<file path="src/rtl/vernam_pkg.sv">
// Shared Vernam cipher definitions: byte type, keystream LFSR step and FSM states.
// Used by both the encryptor and the receive-side decipher so the keystreams cannot drift apart.
package vernam_pkg;
  localparam int BYTE_W = 8;
  typedef logic [BYTE_W-1:0] byte_t;

  localparam byte_t LFSR_TAPS = 8'hB8;

  typedef enum logic [1:0] {
    IDLE  = 2'd0,
    RUN   = 2'd1,
    DRAIN = 2'd2
  } state_t;

  // Galois right-shift step; the output bit feeds back through the tap mask.
  function automatic byte_t lfsr_step(input byte_t k);
    return {1'b0, k[BYTE_W-1:1]} ^ (k[0] ? LFSR_TAPS : byte_t'(0));
  endfunction
endpackage

</file>
<file path="src/rtl/vernam_deciph_rx_if.sv">
// Ciphertext-in / plaintext-out valid-ready bundle for the Vernam receive stage.
// master = upstream producer plus downstream consumer side; slave = the decipher block.
interface vernam_deciph_rx_if;
  import vernam_pkg::*;

  byte_t ct_in;
  logic  ct_valid;
  logic  ct_last;
  logic  ct_ready;
  byte_t pt_out;
  logic  pt_valid;
  logic  pt_ready;

  modport master (
    output ct_in, ct_valid, ct_last, pt_ready,
    input  ct_ready, pt_out, pt_valid
  );

  modport slave (
    input  ct_in, ct_valid, ct_last, pt_ready,
    output ct_ready, pt_out, pt_valid
  );
endinterface

</file>
<file path="src/rtl/vernam_byte_fifo.sv">
// Byte FIFO with registered storage head; DEPTH a power of two >= 2.
// Latency: a push is visible at the head one cycle later. Backpressure: pushes while full and pops while empty are dropped.
module vernam_byte_fifo
  import vernam_pkg::*;
#(
  parameter int DEPTH = 4
) (
  input  logic  clk,
  input  logic  rst,
  input  logic  push,
  input  byte_t din,
  input  logic  pop,
  output byte_t dout,
  output logic  full,
  output logic  empty,
  output logic  single
);
  localparam int AW = $clog2(DEPTH);
  localparam logic [AW:0] CNT_ONE  = (AW+1)'(1);
  localparam logic [AW:0] CNT_FULL = (AW+1)'(DEPTH);
  localparam logic [AW-1:0] PTR_ONE = AW'(1);

  byte_t         mem [DEPTH];
  logic [AW-1:0] wr_ptr, rd_ptr;
  logic [AW:0]   count;
  logic          do_push, do_pop;

  assign do_push = push & ~full;
  assign do_pop  = pop & ~empty;

  always_ff @(posedge clk) begin
    if (rst) begin
      wr_ptr <= '0;
      rd_ptr <= '0;
      count  <= '0;
      for (int i = 0; i < DEPTH; i++) mem[i] <= '0;
    end else begin
      if (do_push) begin
        mem[wr_ptr] <= din;
        wr_ptr      <= wr_ptr + PTR_ONE;
      end
      if (do_pop) rd_ptr <= rd_ptr + PTR_ONE;
      case ({do_push, do_pop})
        2'b10:   count <= count + CNT_ONE;
        2'b01:   count <= count - CNT_ONE;
        default: count <= count;
      endcase
    end
  end

  assign dout   = mem[rd_ptr];
  assign full   = (count == CNT_FULL);
  assign empty  = (count == '0);
  assign single = (count == CNT_ONE);
endmodule

</file>
<file path="src/rtl/vernam_deciph_rx.sv">
// Vernam receive stage: XORs ciphertext with a locally regenerated LFSR keystream, buffers plaintext.
// Latency: plaintext valid one cycle after ct accept into an empty FIFO. Backpressure: ct_ready drops when FIFO full or not in RUN.
// Optional VERNAM_RX_CHK_EN adds a per-frame XOR checksum output (chk_out/chk_valid).
module vernam_deciph_rx
  import vernam_pkg::*;
#(
  parameter byte_t SEED  = 8'hA5,
  parameter int    DEPTH = 4
) (
  input  logic                clk,
  input  logic                rst,
  input  logic                start,
  vernam_deciph_rx_if.slave   bus,
  output logic                busy,
  output byte_t               key_dbg
`ifdef VERNAM_RX_CHK_EN
  ,
  output byte_t               chk_out,
  output logic                chk_valid
`endif
);
  state_t state, state_nxt;
  byte_t  lfsr, pt_byte;
  logic   fifo_full, fifo_empty, fifo_single;
  logic   accept, pop, frame_start, drain_done;

  assign frame_start  = (state == IDLE) & start;
  assign bus.ct_ready = (state == RUN) & ~fifo_full;
  assign accept       = bus.ct_valid & bus.ct_ready;
  assign bus.pt_valid = ~fifo_empty;
  assign pop          = bus.pt_valid & bus.pt_ready;
  assign pt_byte      = bus.ct_in ^ lfsr;
  // Final byte leaving this cycle counts as empty so DRAIN exits without an idle bubble.
  assign drain_done   = fifo_empty | (fifo_single & pop);

  always_ff @(posedge clk) begin
    if (rst) state <= IDLE;
    else     state <= state_nxt;
  end

  always_comb begin
    state_nxt = state;
    case (state)
      IDLE:    if (start) state_nxt = RUN;
      RUN:     if (accept && bus.ct_last) state_nxt = DRAIN;
      DRAIN:   if (drain_done) state_nxt = IDLE;
      default: state_nxt = IDLE;
    endcase
  end

  always_ff @(posedge clk) begin
    if (rst || frame_start) lfsr <= SEED;
    else if (accept)        lfsr <= lfsr_step(lfsr);
  end

  vernam_byte_fifo #(.DEPTH(DEPTH)) u_fifo (
    .clk    (clk),
    .rst    (rst),
    .push   (accept),
    .din    (pt_byte),
    .pop    (pop),
    .dout   (bus.pt_out),
    .full   (fifo_full),
    .empty  (fifo_empty),
    .single (fifo_single)
  );

  assign busy    = (state != IDLE);
  assign key_dbg = lfsr;

`ifdef VERNAM_RX_CHK_EN
  byte_t chk_acc;
  logic  chk_pulse;

  always_ff @(posedge clk) begin
    if (rst) begin
      chk_acc   <= '0;
      chk_pulse <= 1'b0;
    end else begin
      chk_pulse <= (state == DRAIN) & (state_nxt == IDLE);
      if (frame_start)  chk_acc <= '0;
      else if (accept)  chk_acc <= chk_acc ^ pt_byte;
    end
  end

  assign chk_out   = chk_acc;
  assign chk_valid = chk_pulse;
`endif
endmodule

</file>
<file path="src/flat_wrapper.sv">
// flat-port wrapper written by rule: the top's interface ports become plain ports
module vernam_deciph_rx_flat import vernam_pkg::*;
#(
  parameter byte_t SEED  = 8'hA5,
  parameter int    DEPTH = 4
)
  (clk, rst, start, busy, key_dbg, bus_ct_in, bus_ct_valid, bus_ct_last, bus_pt_ready, bus_ct_ready, bus_pt_out, bus_pt_valid);
  vernam_deciph_rx_if bus_i ();
  input  logic clk;
  input  logic rst;
  input  logic start;
  output logic busy;
  output byte_t key_dbg;
  input wire logic [$bits(bus_i.ct_in)-1:0] bus_ct_in;
  input wire logic [$bits(bus_i.ct_valid)-1:0] bus_ct_valid;
  input wire logic [$bits(bus_i.ct_last)-1:0] bus_ct_last;
  input wire logic [$bits(bus_i.pt_ready)-1:0] bus_pt_ready;
  output wire logic [$bits(bus_i.ct_ready)-1:0] bus_ct_ready;
  output wire logic [$bits(bus_i.pt_out)-1:0] bus_pt_out;
  output wire logic [$bits(bus_i.pt_valid)-1:0] bus_pt_valid;
  assign bus_i.ct_in = bus_ct_in;
  assign bus_i.ct_valid = bus_ct_valid;
  assign bus_i.ct_last = bus_ct_last;
  assign bus_i.pt_ready = bus_pt_ready;
  assign bus_ct_ready = bus_i.ct_ready;
  assign bus_pt_out = bus_i.pt_out;
  assign bus_pt_valid = bus_i.pt_valid;
  vernam_deciph_rx #(.SEED(SEED), .DEPTH(DEPTH)) u_core (.clk(clk), .rst(rst), .start(start), .bus(bus_i), .busy(busy), .key_dbg(key_dbg));
endmodule
</file>
<file path="config.mk">
export PLATFORM = sky130hd
export DESIGN_NAME = vernam_deciph_rx_flat
export DESIGN_NICKNAME = d
export VERILOG_FILES = /design/src/rtl/vernam_pkg.sv /design/src/rtl/vernam_deciph_rx_if.sv /design/src/rtl/vernam_byte_fifo.sv /design/src/rtl/vernam_deciph_rx.sv /design/src/flat_wrapper.sv
export SDC_FILE = /design/constraint.sdc
export NUM_CORES = 1
export LEC_CHECK = 0
export ABC_AREA = 0
export BUFFER_PORTS_ARGS = -buffer_cell sky130_fd_sc_hd__buf_2
export CORE_ASPECT_RATIO = 1.75
export CORE_MARGIN = 2
export CORE_UTILIZATION = 55
export DETAILED_ROUTE_END_ITERATION = 7
export PLACE_DENSITY = 0.8
export SETUP_SLACK_MARGIN = 0.5
export SKIP_CTS_REPAIR_TIMING = 1
export SLEW_MARGIN = 0
export SYNTH_ARGS = -nofsm -noshare
export SYNTH_HDL_FRONTEND = slang
export SYNTH_SLANG_ARGS = --single-unit
export TNS_END_PERCENT = 20
</file>
<file path="constraint.sdc">
create_clock -name clk -period 2.6 [get_ports clk]
set_clock_uncertainty 0.1 [all_clocks]
set_input_delay 0.13 -clock clk [delete_from_list [all_inputs] [get_ports clk]]
set_output_delay 0.13 -clock clk [all_outputs]
set_load 0.01 [all_outputs]
</file>
==> flow_summary.toml, run 1 <==
[global_route]
grtUsageMet3_pct = 2.80
grt_pass1_wl_um = 7570
grt_max_degree = 34
busiest_layer = "met2"
grt_usage_pct = 21.3
use_met1_pct = 24.2
antenna_found_initial = 0
overflow = 0
gr-usage-met2_pct = 35.8
grt_pass1_vias = 1601

[floorplan]
fp.dieH_um = 91.3
dieArea_mm2 = 0.00492
ios = 33
core.rowCount = 31
die_x_um = 53.9
initial_core_util_pct = 57.7
coreArea_mm2 = 0.00415

[power_and_ir_drop]
ir_drop_mv = 0.708
p_leak_uw = 0.000992
power_per_cell_area_mw_per_mm2 = 729

[timing]
slew_viol_final = 0
setup_slack_ns = 0.553
worst_pin_slew_ns = 0.645
rsz0062_at_grt = "false"
min_period_over_period_pct = 78.7
hold_slack_ns = 0.0541
hold_violations = 0
tns_ns = 0
min_period_ns = 2.05
setup_viol = 0
fmax_mhz = 489
maxSlewHeadroom_pct = 56.9

[clock_network]
clk_latency_ns = 0.30
clk_path_buf_depth = 2
clkTransAtPathRegs_ns = 0.08
root_buffer = "clkbuf_8"
cts-buffers-inserted = 5
cts_max_level = 2
cts_tree = "yes"
clock-sinks = 51

[worst_setup_path]
path_cells = "inv_2, ha_4, and2_4, nor3_4, inv_2, ha_4, or3_1, a21oi_1"
required_ns = 2.74
r2r-start = "u_core.u_fifo.count[0]"
slowest_delay_ns = 0.36
end_kind = "flip-flop"
crit_path_end = "u_core.u_fifo.count[2]"
rr_worst_depth = 8
critPathLaunch = "u_core.u_fifo.count[0]"
critPathTopFamily = "simple AND/OR/NAND/NOR gates"
cpMaxStageDelayCell = "dfxtp_2"
critical_path_class = "reg -> reg"
worst-path-stages = 8
cp.arrival_ns = 2.18
start_kind = "flip-flop"
worstPathMaxFanout = 6
path_buf_inv = 2
reg2reg_slack_ns = 0.55
r2r-end = "u_core.u_fifo.count[2]"

[final_layout]
nNetsFinal = 253
drive_gt1_share_pct = 28.9
diodes = 0
finish.utilization_pct = 65.5
area.growth.synth_to_final_pct = 13.6

[synthesis]
yosysTopAreaCellShare_pct = 40.1
yosys_most_used_dff = "edfxtp_1"
synth_edf_count = 32
synthCells = 200
ys_types = 37
syn_area_per_cell_um2 = 12.0
ys_async_sr_fraction_pct = 0
ys_top_cells_by_count = "32 x edfxtp_1, 24 x nor3_1, 19 x dfxtp_1"
syn_area_mm2 = 0.00239
synth_warnings = 0
ys_ff_latch = 51
synth_largest_area_cell = "edfxtp_1"
ys_seq_area_share_pct = 56.0
synth_most_common_cell = "edfxtp_1"
synth_top_cells_by_area = "edfxtp_1 40%, dfxtp_1 16%, mux4_2 7.5%"
synth_nets = 219

[detailed_routing]
postRouteAntennaNets = 0
vias = 1673
post_drt_wl_per_cell_um = 16.4
via_per_inst = 5.89
initialDrtViolationCount = 64
route.detailed.drc = 0
dr.pass1.iters = 4
drt-total-wl_um = 4670

[placement]
portBuffers = 32
post-place-ws_ns = 0.227
dp_hpwl_um = 3340
gp_congestion = 0.814

[job]
drv_cap = 0

[status]
status = "finished, final reports clean"

[hold_path]
hp-class = "in -> reg"
cells in the final DEF, fill, tap and decap left out, types with 2 or more instances in the layout:
cell      count
buf_2        32
edfxtp_1     32
nor3_1       24
dfxtp_1      17
nor2_1       14
xnor2_1      11
a21oi_1      10
buf_4         9
mux4_2        8
o21ai_0       6
inv_1         5
nor4_1        5
a31oi_1       5
clkbuf_8      5
nand4_1       4
o31ai_1       4
nor2b_1       3
inv_2         3
o21bai_1      3
a211oi_1      3
ha_1          3
a21o_1        2
nand2b_1      2
nand2_1       2
xor2_1        2
ha_4          2
dfxtp_2       2
worst min-delay path, delay by kind of cell:
kind | cells | cell delay (ns)
AO/OA/AOI/OAI | 1 | 0.07
buffers and inverters | 1 | 0.12
AND/OR/NAND/NOR | 1 | 0.08
stage by stage:
stage	total power, µW	instance area (µm²)	instances
3_3_place_gp	1500	2560	269
6_report	1980	2720	284
4_1_cts	1940	2640	277
5_1_grt	2090	2720	284
3_5_place_dp	1510	2560	269
2_1_floorplan	1380	2410	200
logic make-up (layout without fill, tap and decap cells):
family | Yosys count | after routing | synth area share, %
compound gates | 36 | 36 | 9.41
xor+xnor | 13 | 13 | 4.76
fa+ha+maj | 5 | 5 | 2.61
buf+inv | 24 | 59 | 5.59
flops | 51 | 51 | 56.0
mux | 9 | 9 | 7.95
simple gates | 62 | 62 | 13.6
metal layers:
| metal | vias to the layer above | part of all wire (%) |
|---|---|---|
| li1 | 811 | - |
| met1 | 798 | 37 |
| met2 | 51 | 56 |
| met3 | 13 | 3.4 |
| met4 | 0 | 3.4 |
| met5 | - | 0 |
worst min path at each step:
stage | depth (start not counted) | startpoint | end
2_1_floorplan | 1 | bus_ct_last | u_core.state[0]
3_3_place_gp | 2 | bus_ct_last | u_core.state[0]
3_5_place_dp | 2 | bus_ct_last | u_core.state[0]
4_1_cts | 2 | bus_ct_last | u_core.state[0]
5_1_grt | 3 | start | u_core.state[0]
6_report | 3 | start | u_core.state[0]
cell type report:
| cell class | instances | area (µm²) |
|---|---|---|
| clock buffers | 6 | 72.6 |
| clock inverters | 2 | 12.5 |
| fillers | 310 | 1430 |
| inverters | 9 | 36.3 |
| multi-input cells | 125 | 955 |
| flip-flops and latches | 51 | 1340 |
| well taps | 49 | 61.3 |
| repair buffers | 42 | 238 |
power by group:
group          switching (µW)  internal [µW]  total [µW]
Combinational             281            266         547
Sequential               67.7            930         997
Clock                     250            189         439
state kept, by name (all words and copies together) (netlist names), named ones only:
name and cells:
u_core.u_fifo.mem 32, u_core.u_fifo.rd_ptr 2, u_core.state 2, u_core.u_fifo.wr_ptr 2
u_core.key_dbg 8, u_core.u_fifo.count 3
No activity file was read; power rests on OpenSTA's default activity.
==> run 2, diff against run 1 <==
CORE_UTILIZATION = 51   (was 55)
PLACE_DENSITY = 0.78   (was 0.8)
clock period = 1.7 ns   (was 2.6 ns; I/O delays follow)
==> flow_summary.toml, run 2 (synthesis results as in run 1) <==
[final_layout]
layout_commonest_cell = "edfxtp_1"
finish.utilization_pct = 69.4
layout_common_cells = "32 x edfxtp_1, 24 x buf_2, 23 x buf_4"
diodes = 0
area.growth.synth_to_final_pct = 32.8
top_register = "u_core.u_fifo.mem"
nNetsFinal = 278
finalInstanceArea_mm2 = 0.00318
instances_no_fill = 312
largest_register_ffs = 32
drive_gt1_share_pct = 46.9

[global_route]
grt_usage_pct = 19.3
grt_pass1_vias = 1622
overflow = 0
grt_max_degree = 34
grt_pass1_wl_um = 7800
antenna_found_initial = 0

[placement]
gp_congestion = 0.781
portBuffers = 32
dp.cells = 297
dp_hpwl_um = 3670
dpl-instance-area_mm2 = 0.00280

[timing]
setup_viol = 61
min_period_over_period_pct = 111
hold_slack_ns = 0.0101
slew_viol_final = 0
rsz0062_at_grt = "true"
maxSlewHeadroom_pct = 60.5
worst_pin_slew_ns = 0.589
setup_slack_ns = -0.192
min_period_ns = 1.89
hold_violations = 0
fmax_mhz = 528

[worst_setup_path]
end_kind = "flip-flop"
worstPathMaxFanout = 9
cp.arrival_ns = 1.93
critical_path_class = "reg -> reg"
start_kind = "flip-flop"
required_ns = 1.73

[power_and_ir_drop]
power_per_cell_area_mw_per_mm2 = 1130
pwr-share-seq_pct = 41.8
p_leak_uw = 0.00118
sw_frac_of_total_pct = 29.5
pwr-share-clk_pct = 23.5
p_int_uw = 2520
combPwrFrac_pct = 34.7
ir_drop_mv = 1.05
switchingPower_uw = 1050

[floorplan]
initial_core_util_pct = 52.2
die_x_um = 55.8
dieArea_mm2 = 0.00528
ios = 33
core.rowCount = 33
coreArea_mm2 = 0.00458
fp.dieH_um = 94.6

[status]
violations = "negative setup slack"
status = "finished with violations"

[clock_network]
cts_tree = "yes"
clkTransAtPathRegs_ns = 0.09
root_buffer = "clkbuf_8"
clk_latency_ns = 0.31
cts-buffers-inserted = 5
cts_max_level = 2
clk_path_buf_depth = 2
clock-sinks = 51

[hold_path]
hp-class = "in -> reg"

[job]
drv_cap = 0

[detailed_routing]
drt-total-wl_um = 5600
dr.pass1.iters = 4
post_drt_wl_per_cell_um = 17.9
vias = 1847
postRouteAntennaNets = 0
route.detailed.drc = 0
initialDrtViolationCount = 75
via_per_inst = 5.92
==> run 2: final timing paths <==
path                                                end  cells past startpoint                     from  slack, ns
worst max register to register  u_core.u_fifo.mem[2][4]                      5   u_core.u_fifo.count[0]      -0.19
worst min register to register  u_core.u_fifo.rd_ptr[1]                      2  u_core.u_fifo.rd_ptr[1]       0.39
worst min-delay path                          flip-flop                      3             bus_pt_ready       0.01
worst max-delay path            u_core.u_fifo.mem[2][4]                      5   u_core.u_fifo.count[0]      -0.19
==> run 2: area by class of cell <==
cell class / instances / area [µm²]
flip-flops and latches: 51 / 1350
well taps: 52 / 65.1
clock inverters: 3 / 43.8
multi-input cells: 127 / 1100
fillers: 317 / 1400
repair buffers: 65 / 519
inverters: 9 / 36.3
clock buffers: 5 / 68.8
==> run 2: worst max-delay path, stage by stage, from the launching register on <==
cell	delay, ns
dfxtp_2	0.34
inv_2	0.05
ha_4	0.16
and2_4	0.18
or4_4	0.63
nor3_2	0.26
==> run 2: layer usage <==
metal  share of wire [%]  vias to the layer above  global-route usage [%]
li1                    -                      868                       -
met1                  35                      910                    19.7
met2                  58                       53                    38.4
met3                 3.8                       16                    2.60
met4                 3.3                        0                    7.72
met5                   0                        -                       0
==> run 2: power groups by stage <==
stage               combinational, µW  clock [µW]  sequential [µW]
finish                           1240         842             1490
floorplan                         657           0             1500
global route                     1330         897             1510
detailed placement               1020           0             1510
global placement                  994           0             1510
CTS                              1030         836             1480
==> run 2: per-stage QoR <==
| step | setup TNS [ns] | total power (µW) | setup WS (ns) |
|---|---|---|---|
| 2_1_floorplan | -7.95 | 2150 | -0.313 |
| 3_3_place_gp | -4.85 | 2500 | -0.114 |
| 3_5_place_dp | -7.37 | 2530 | -0.194 |
| 4_1_cts | -8.81 | 3350 | -0.208 |
| 5_1_grt | -9.81 | 3740 | -0.286 |
| 6_report | -5.76 | 3580 | -0.192 |
